$ cat src/rtl/mips_lite_pkg.sv
// rtl/mips_lite_pkg.sv - shared constants and types for the MIPS-lite writeback path
package mips_lite_pkg;

  // alu_op value that marks a memory instruction (destination is rs)
  localparam logic [2:0] OP_MEM = 3'b111;

  localparam int REG_W     = 8;
  localparam int REG_IDX_W = 3;
  localparam int NUM_REGS  = 1 << REG_IDX_W;

  typedef enum logic [0:0] {
    IDLE      = 1'b0,
    LOAD_WAIT = 1'b1
  } wb_state_t;

endpackage

$ cat src/rtl/load_tracker.sv
// rtl/load_tracker.sv - tracks the single outstanding load, its timeout, busy bits and err
module load_tracker
  import mips_lite_pkg::*;
#(
  parameter int ADDR_W  = REG_IDX_W,
  parameter int TIMEOUT = 15
) (
  input  logic                    clk,
  input  logic                    rst,
  input  logic                    start,
  input  logic [2:0]              alu_op,
  input  logic [ADDR_W-1:0]       rs,
  input  logic [ADDR_W-1:0]       rd,
  input  logic [ADDR_W-1:0]       dest,
  input  logic                    mem_rvalid,
  output wb_state_t               state,
  output logic                    done,
  output logic [2:0]              lat_alu_op,
  output logic [ADDR_W-1:0]       lat_rs,
  output logic [ADDR_W-1:0]       lat_rd,
  output logic [(1<<ADDR_W)-1:0]  busy,
  output logic                    err
);

  localparam int TW = $clog2(TIMEOUT + 1);

  logic [TW-1:0] wait_cnt;

  // Load data arriving while a load is outstanding completes it; rvalid beats timeout
  assign done = (state == LOAD_WAIT) && mem_rvalid;

  // Load lifecycle: latch fields on entry, count idle wait cycles, finish on data or timeout
  always_ff @(posedge clk or negedge rst) begin
    if (!rst) begin
      state      <= IDLE;
      wait_cnt   <= '0;
      lat_alu_op <= '0;
      lat_rs     <= '0;
      lat_rd     <= '0;
      busy       <= '0;
      err        <= 1'b0;
    end else begin
      case (state)
        IDLE: begin
          if (start) begin
            lat_alu_op <= alu_op;
            lat_rs     <= rs;
            lat_rd     <= rd;
            busy[dest] <= 1'b1;
            wait_cnt   <= '0;
            state      <= LOAD_WAIT;
          end
        end
        LOAD_WAIT: begin
          if (mem_rvalid) begin
            busy  <= '0;
            state <= IDLE;
          end else if (wait_cnt == TW'(TIMEOUT)) begin
            err   <= 1'b1;
            busy  <= '0;
            state <= IDLE;
          end else begin
            wait_cnt <= wait_cnt + TW'(1);
          end
        end
        default: state <= IDLE;
      endcase
    end
  end

endmodule

$ cat src/rtl/writeback_unit.sv
// rtl/writeback_unit.sv - writeback stage driving the register file write port
module writeback_unit
  import mips_lite_pkg::*;
#(
  parameter int DATA_W  = REG_W,
  parameter int ADDR_W  = REG_IDX_W,
  parameter int TIMEOUT = 15,
  parameter int CNT_W   = 16
) (
  input  logic                    clk,
  input  logic                    rst,
  input  logic                    ex_valid,
  output logic                    ex_ready,
  input  logic [2:0]              ex_alu_op,
  input  logic [ADDR_W-1:0]       ex_rs,
  input  logic [ADDR_W-1:0]       ex_rd,
  input  logic [DATA_W-1:0]       ex_result,
  input  logic                    ex_reg_write,
  input  logic                    ex_is_load,
  input  logic                    mem_rvalid,
  input  logic [DATA_W-1:0]       mem_rdata,
  output logic [2:0]              rf_alu_op,
  output logic [ADDR_W-1:0]       rf_rs,
  output logic [ADDR_W-1:0]       rf_rd,
  output logic [DATA_W-1:0]       rf_from_reg_src,
  output logic                    rf_reg_write,
  output logic [(1<<ADDR_W)-1:0]  busy,
  output logic                    err,
  output logic [CNT_W-1:0]        retire_count
);

  wb_state_t         state;
  logic              accept;
  logic              load_start;
  logic              alu_write;
  logic              load_done;
  logic              retire;
  logic [ADDR_W-1:0] dest;
  logic [2:0]        lat_alu_op;
  logic [ADDR_W-1:0] lat_rs;
  logic [ADDR_W-1:0] lat_rd;

  assign ex_ready   = (state == IDLE);
  assign accept     = ex_valid && ex_ready;
  // Same selection the register file applies: memory ops write rs, everything else rd
  assign dest       = (ex_alu_op != OP_MEM) ? ex_rd : ex_rs;
  assign load_start = accept && ex_is_load && ex_reg_write;
  assign alu_write  = accept && ex_reg_write && !ex_is_load;
  // A load retires when its data lands; anything else retires on acceptance
  assign retire     = (accept && !load_start) || load_done;

  load_tracker #(
    .ADDR_W  (ADDR_W),
    .TIMEOUT (TIMEOUT)
  ) u_load_tracker (
    .clk        (clk),
    .rst        (rst),
    .start      (load_start),
    .alu_op     (ex_alu_op),
    .rs         (ex_rs),
    .rd         (ex_rd),
    .dest       (dest),
    .mem_rvalid (mem_rvalid),
    .state      (state),
    .done       (load_done),
    .lat_alu_op (lat_alu_op),
    .lat_rs     (lat_rs),
    .lat_rd     (lat_rd),
    .busy       (busy),
    .err        (err)
  );

  // Register-file write port: one-cycle strobe, fields hold their last written value
  always_ff @(posedge clk or negedge rst) begin
    if (!rst) begin
      rf_reg_write    <= 1'b0;
      rf_alu_op       <= '0;
      rf_rs           <= '0;
      rf_rd           <= '0;
      rf_from_reg_src <= '0;
    end else begin
      rf_reg_write <= 1'b0;
      if (alu_write) begin
        rf_reg_write    <= 1'b1;
        rf_alu_op       <= ex_alu_op;
        rf_rs           <= ex_rs;
        rf_rd           <= ex_rd;
        rf_from_reg_src <= ex_result;
      end else if (load_done) begin
        rf_reg_write    <= 1'b1;
        rf_alu_op       <= lat_alu_op;
        rf_rs           <= lat_rs;
        rf_rd           <= lat_rd;
        rf_from_reg_src <= mem_rdata;
      end
    end
  end

  // Retired-instruction counter, wraps naturally at its width
  always_ff @(posedge clk or negedge rst) begin
    if (!rst) begin
      retire_count <= '0;
    end else if (retire) begin
      retire_count <= retire_count + CNT_W'(1);
    end
  end

endmodule

$ cat config.mk
export PLATFORM = sky130hd
export DESIGN_NAME = writeback_unit
export DESIGN_NICKNAME = d
export VERILOG_FILES = /design/src/rtl/mips_lite_pkg.sv /design/src/rtl/load_tracker.sv /design/src/rtl/writeback_unit.sv
export SDC_FILE = /design/constraint.sdc
export NUM_CORES = 1
export LEC_CHECK = 0
export CAP_MARGIN = 40
export CORE_MARGIN = 3
export CORE_UTILIZATION = 45
export DETAILED_ROUTE_END_ITERATION = 6
export HOLD_SLACK_MARGIN = 0.02
export PLACE_DENSITY = 0.76
export RECOVER_POWER = 50
export SYNTH_ARGS = -nofsm -noshare
export SYNTH_HDL_FRONTEND = slang
export SYNTH_SLANG_ARGS = --single-unit
$ cat constraint.sdc
create_clock -name clk -period 3.23 [get_ports clk]
set_clock_uncertainty 0.1 [all_clocks]
set_input_delay 0.646 -clock clk [delete_from_list [all_inputs] [get_ports clk]]
set_output_delay 0.646 -clock clk [all_outputs]
set_load 0.005 [all_outputs]
After elaboration in Yosys (flattened, before gate mapping)

Cells that the tools add are included.

Register bits: 57
Output and inout bits: 44

Magnitude comparators: 2
Reductions and logical operators: 16
Equal/unequal tests: 6
Mux-type cells: 25
$add $sub $neg: 2
Bitwise gates (word level): 3

Operator list:

| operator                                                                             | number |
|---|---|
| 8-bit two-way mux                                                                    | 5 |
| 3-bit two-way mux                                                                    | 7 |
| 16-bit by 1-bit adder with 16-bit output (second input constant)                     | 1 |
| 8-bit one-hot mux with 2 select lines                                                | 1 |
| 4-bit two-way mux                                                                    | 3 |
| 1-bit logical AND                                                                    | 8 |
| 8-bit bitwise OR                                                                     | 1 |
| 4-bit one-hot mux with 2 select lines                                                | 1 |
| 1-bit two-way mux                                                                    | 6 |
| 3-bit != test (second input constant)                                                | 2 |
| 3-bit AND reduction                                                                  | 2 |
| 4-bit by 1-bit adder with 4-bit output (second input constant)                       | 1 |
| 4-bit equality test (second input constant)                                          | 1 |
| 3-bit by 4-bit less-than comparator with 1-bit output (second input constant)        | 1 |
| 2-bit != test (second input constant)                                                | 2 |
| 2-bit AND reduction                                                                  | 2 |
| 1-bit demux with 3-bit select                                                        | 1 |
| 3-bit by 1-bit greater-or-equal comparator with 1-bit output (second input constant) | 1 |
| 1-bit zero test                                                                      | 2 |
| 2-bit by 1-bit != test with 1-bit output (second input constant)                     | 1 |
| 1-bit inverter                                                                       | 2 |
| 1-bit one-hot mux with 2 select lines                                                | 1 |
| 2-bit nonzero test                                                                   | 1 |
| 1-bit logical OR                                                                     | 1 |

Longest topological paths before layout

Word-level depth: 9
Mapped depth: 6

Modules after synthesis

From an unflattened synthesis, not the netlist that was laid out.

Cell total of the unflattened synthesis: 227
Area total of the unflattened synthesis: 2,583.7 µm²

By module, submodules not included:

| module         | area an instance (µm²) | instances | cells each | sequential area each (µm²) |
|---|---|---|---|---|
| writeback_unit | 1,635.3                | 1         | 149        | 850.8 |
| load_tracker   | 948.4                  | 1         | 78         | 575.6 |

Worst setup path before layout

OpenSTA, ideal clock, no wires.

Path type: register to output
From: reg u_load_tracker.state
To: out ex_ready
Setup slack: 1.471 ns
Data arrival time: 1.013 ns
Stages on the path, launching flop included: 4
Cell sequence: dfrtp_1 buf_2 clkbuf_1 inv_1

Cells in the longest elaborated chain, start to end: 1

Ends and longest elaborated chain:

| element                         | line                 | source |
|---|---|---|
| from (decl)                     | load_tracker.sv:16   | `output wb_state_t state,` |
| from (signal assigned)          | load_tracker.sv:35   | `state <= IDLE;` |
| from (signal assigned)          | load_tracker.sv:51   | `state <= LOAD_WAIT;` |
| from (signal assigned)          | load_tracker.sv:57   | `state <= IDLE;` |
| 1-bit inverter (no source line) | -                    |  |
| to (decl)                       | writeback_unit.sv:13 | `output logic ex_ready,` |

Every way passes these cells.

Final worst setup path

From: in mem_rvalid
To: reg u_load_tracker.busy[5]

Cells in the longest elaborated chain, start to end: 2

Ends and longest elaborated chain:

| element                                                                             | line                 | source |
|---|---|---|
| from (decl)                                                                         | writeback_unit.sv:20 | `input logic mem_rvalid,` |
| 8-bit two-way mux / 3-bit != test (equally long branches)                           | -                    |  |
| 8-bit one-hot mux with 2 select lines / 2-bit AND reduction (equally long branches) | -                    |  |
| to (signal, indexed assignment)                                                     | load_tracker.sv:49   | `busy[dest] <= 1'b1;` |
| to (signal assigned)                                                                | load_tracker.sv:56   | `busy <= '0;` |
| to (signal assigned)                                                                | load_tracker.sv:60   | `busy <= '0;` |
| to (decl)                                                                           | load_tracker.sv:21   | `output logic [(1<<ADDR_W)-1:0] busy,` |

Several ways; a longest one is shown, not always the timed one.
A chain may end at the register's enable or synchronous reset.

==> results.toml <==
[placed_design]
gp_congestion = 0.7716
hpwl_um = 4356
io_buffers = 74

[yosys]
syn_area_per_cell_um2 = 10.05
synth_fp_nets = 297
ys_seq_elements = 57
synth_edf_count = 0
yosysWarnings = 0
netlist-cell-type-count = 41
syn_area_um2 = 2653
synth-async-reset-ratio_pct = 100.0
synth_flop_cell = "dfrtp_1"
synth_cells = 264
synth-seq-area-share_pct = 53.77

[timing]
worst_slew_pin_slew_ns = 1.377
finalCritPeriodShare_pct = 82.16
max_freq_mhz = 376.8
rsz0062_at_grt = "no"
fin_crit_ns = 2.654
setup_viol = 0
tns_ns = 0
slew_violations = 0
finalHoldViolations = 0
relSlewSlack_pct = 8.171

[detailed_routing]
vias = 2235
drc = 0
wire_per_inst_um = 15.34
ant_nets = 0
avgViaCountPerCell = 5.399
finalWirelength_um = 6352
drt_iter0_drc = 97
first_pass_iters = 4

[run_status]
outcome = "completed"

[floorplan]
fp.dieW_um = 82.78
die_area_um2 = 6852
core_um2 = 5608
die_h_um = 82.78
io-pin-count = 75
start_util_pct = 47.30
row_count = 27

[worst_setup_path]
worst-path-buf-inv = 2
crit_slowest_cell = "clkbuf_1"
worstPathRequired_ns = 3.35
crit_arrival_ns = 2.78
crit_fanout = 21
cp_cell_sequence = "dlygate4sd3_1, clkbuf_1, o21ai_1, a22o_1"
critical_path.max_stage_delay_ns = 0.77
critPathCaptureType = "register"
start_kind = "input port"
cp_top_family = "buffers and inverters"
critPathKind = "input port to register"

[clock_network]
path_clk_slew_ns = 0.06
clockBufferDepth = 2
cts-htree-levels = 3
clock-sinks = 57
cts_resized = 0
insertion_delay_ns = 0.34
cts_setup_buffers = 0
clock-root-buffer = "clkbuf_8"
holdBufCountCts = 0
cts_tree = "yes"
numCtsBuffers = 9

[global_routing]
overflow = 0
antenna_found_initial = 0
gr-usage-all-layers_pct = 20.43
grt_pass1_wl_um = 10580
grt_pass1_vias = 2183
grt_max_degree = 58

[flow_run]
cap_violations = 0

[power_and_ir_drop]
p_comb_share_pct = 23.4
switchingPower_uw = 607.2
power_density_nw_per_um2 = 600.6
netSwitchingFraction_pct = 27.78
p_int_mw = 1.579
p_leak_nw = 1.665
pwr-share-seq_pct = 44.9
ir_drop_v = 0.0003783
finalPower_mw = 2.186
pwr-share-clk_pct = 31.6

[final_layout]
finalNetCount = 370
final_common_cell = "nand2_1"
drive_gt1_share_pct = 8.187
regArea_um2 = 1426
final_cell_mix = "76 x nand2_1, 58 x clkdlybuf4s50_1, 57 x dfrtp_1"
fill_cells = 464
diodes = 0
multi_input_area_um2 = 1141
area_growth_pct = 37.22

[min_path]
min_path_type = "register to register"
-- cell families after synthesis --
logic type / after synthesis / synth area share, %
adder cells (fa/ha/maj): 2 / 0.9432
AO/OA/AOI/OAI: 44 / 12.69
flip-flops: 57 / 53.77
multiplexers: 1 / 0.3774
AND/OR/NAND/NOR: 124 / 23.59
XOR/XNOR: 16 / 5.283
buffers and inverters: 20 / 3.349
-- layer usage --
metal  global-route usage [%]  part of all wire, %  wire length [um]
met4                    6.373                 0.44                28
met5                        0                    0                 0
met3                    6.587                  6.5               412
met2                    32.77                   47              2981
met1                    26.34                   46              2929
-- path summary, 6_finish.rpt --
kind	end	depth (start not counted)	slack [ns]	start
min in group asynchronous	retire_count[4]	2	0.59	rst
max in group asynchronous	rf_from_reg_src[1]	2	1.59	rst
max	u_load_tracker.busy[5]	4	0.58	mem_rvalid
min reg2reg	retire_count[15]	1	0.37	retire_count[15]
min	retire_count[15]	1	0.37	retire_count[15]
max reg2reg	retire_count[8]	4	1.08	u_load_tracker.state
-- cell type report --
cell class,count,area share (%)
Tap cell,72,2.475
Timing Repair Buffer,78,20.87
Clock buffer,14,4.744
Clock inverter,2,0.9625
Multi-Input combinational cell,187,31.35
Sequential cell,57,39.19
Inverter,4,0.4125
-- power by group through the flow --
stage               sequential [mW]  combinational, mW  clock, mW
finish                        0.982              0.512      0.692
global route                   1.00              0.580      0.737
CTS                           0.983              0.536      0.706
detailed placement            0.992              0.534          0
global placement              0.993              0.517          0
floorplan                     0.980              0.201          0
-- cells in the mapped netlist (4+ instances only) --
cell type	n	area, um^2
xnor2_1	6	52.55
o21ai_0	12	60.06
clkbuf_1	10	37.54
nand2_1	76	285.3
dfrtp_1	57	1426
nand3_1	10	50.05
xor2_1	10	87.58
buf_2	5	25.02
nand4_1	4	25.02
inv_1	4	15.01
a32oi_1	16	140.1
nor3_1	8	40.04
-- flip-flops by register name, summed over array words and instances (netlist names) --
signal                     cells
retire_count                  16
rf_from_reg_src                8
u_load_tracker.busy            8
u_load_tracker.wait_cnt        4
rf_alu_op                      3
rf_rd                          3
rf_rs                          3
u_load_tracker.lat_alu_op      3
u_load_tracker.lat_rd          3
u_load_tracker.lat_rs          3
rf_reg_write                   1
u_load_tracker.err             1
u_load_tracker.state           1
-- through the flow --
stage,instance area (um^2),utilization [%],std cells,setup slack (ns),hold slack (ns)
after floorplan,2653,-,264,1.471,0.2504
after global placement,3450,61.51,398,0.8295,0.3576
after detailed placement,3450,61.51,398,0.7955,0.3633
after CTS,3657,65.22,414,0.7907,0.3673
after global routing,3640,64.90,414,0.3844,0.3968
final,3640,64.90,414,0.5764,0.3722
-- worst register-to-register path: stages, from the launching register on --
cell,delay [ns]
dfrtp_1,0.48
nand2_2,0.11
a21boi_1,0.89
and4bb_2,0.32
xor2_1,0.13
Note: power is estimated with default switching activity, not from simulation.
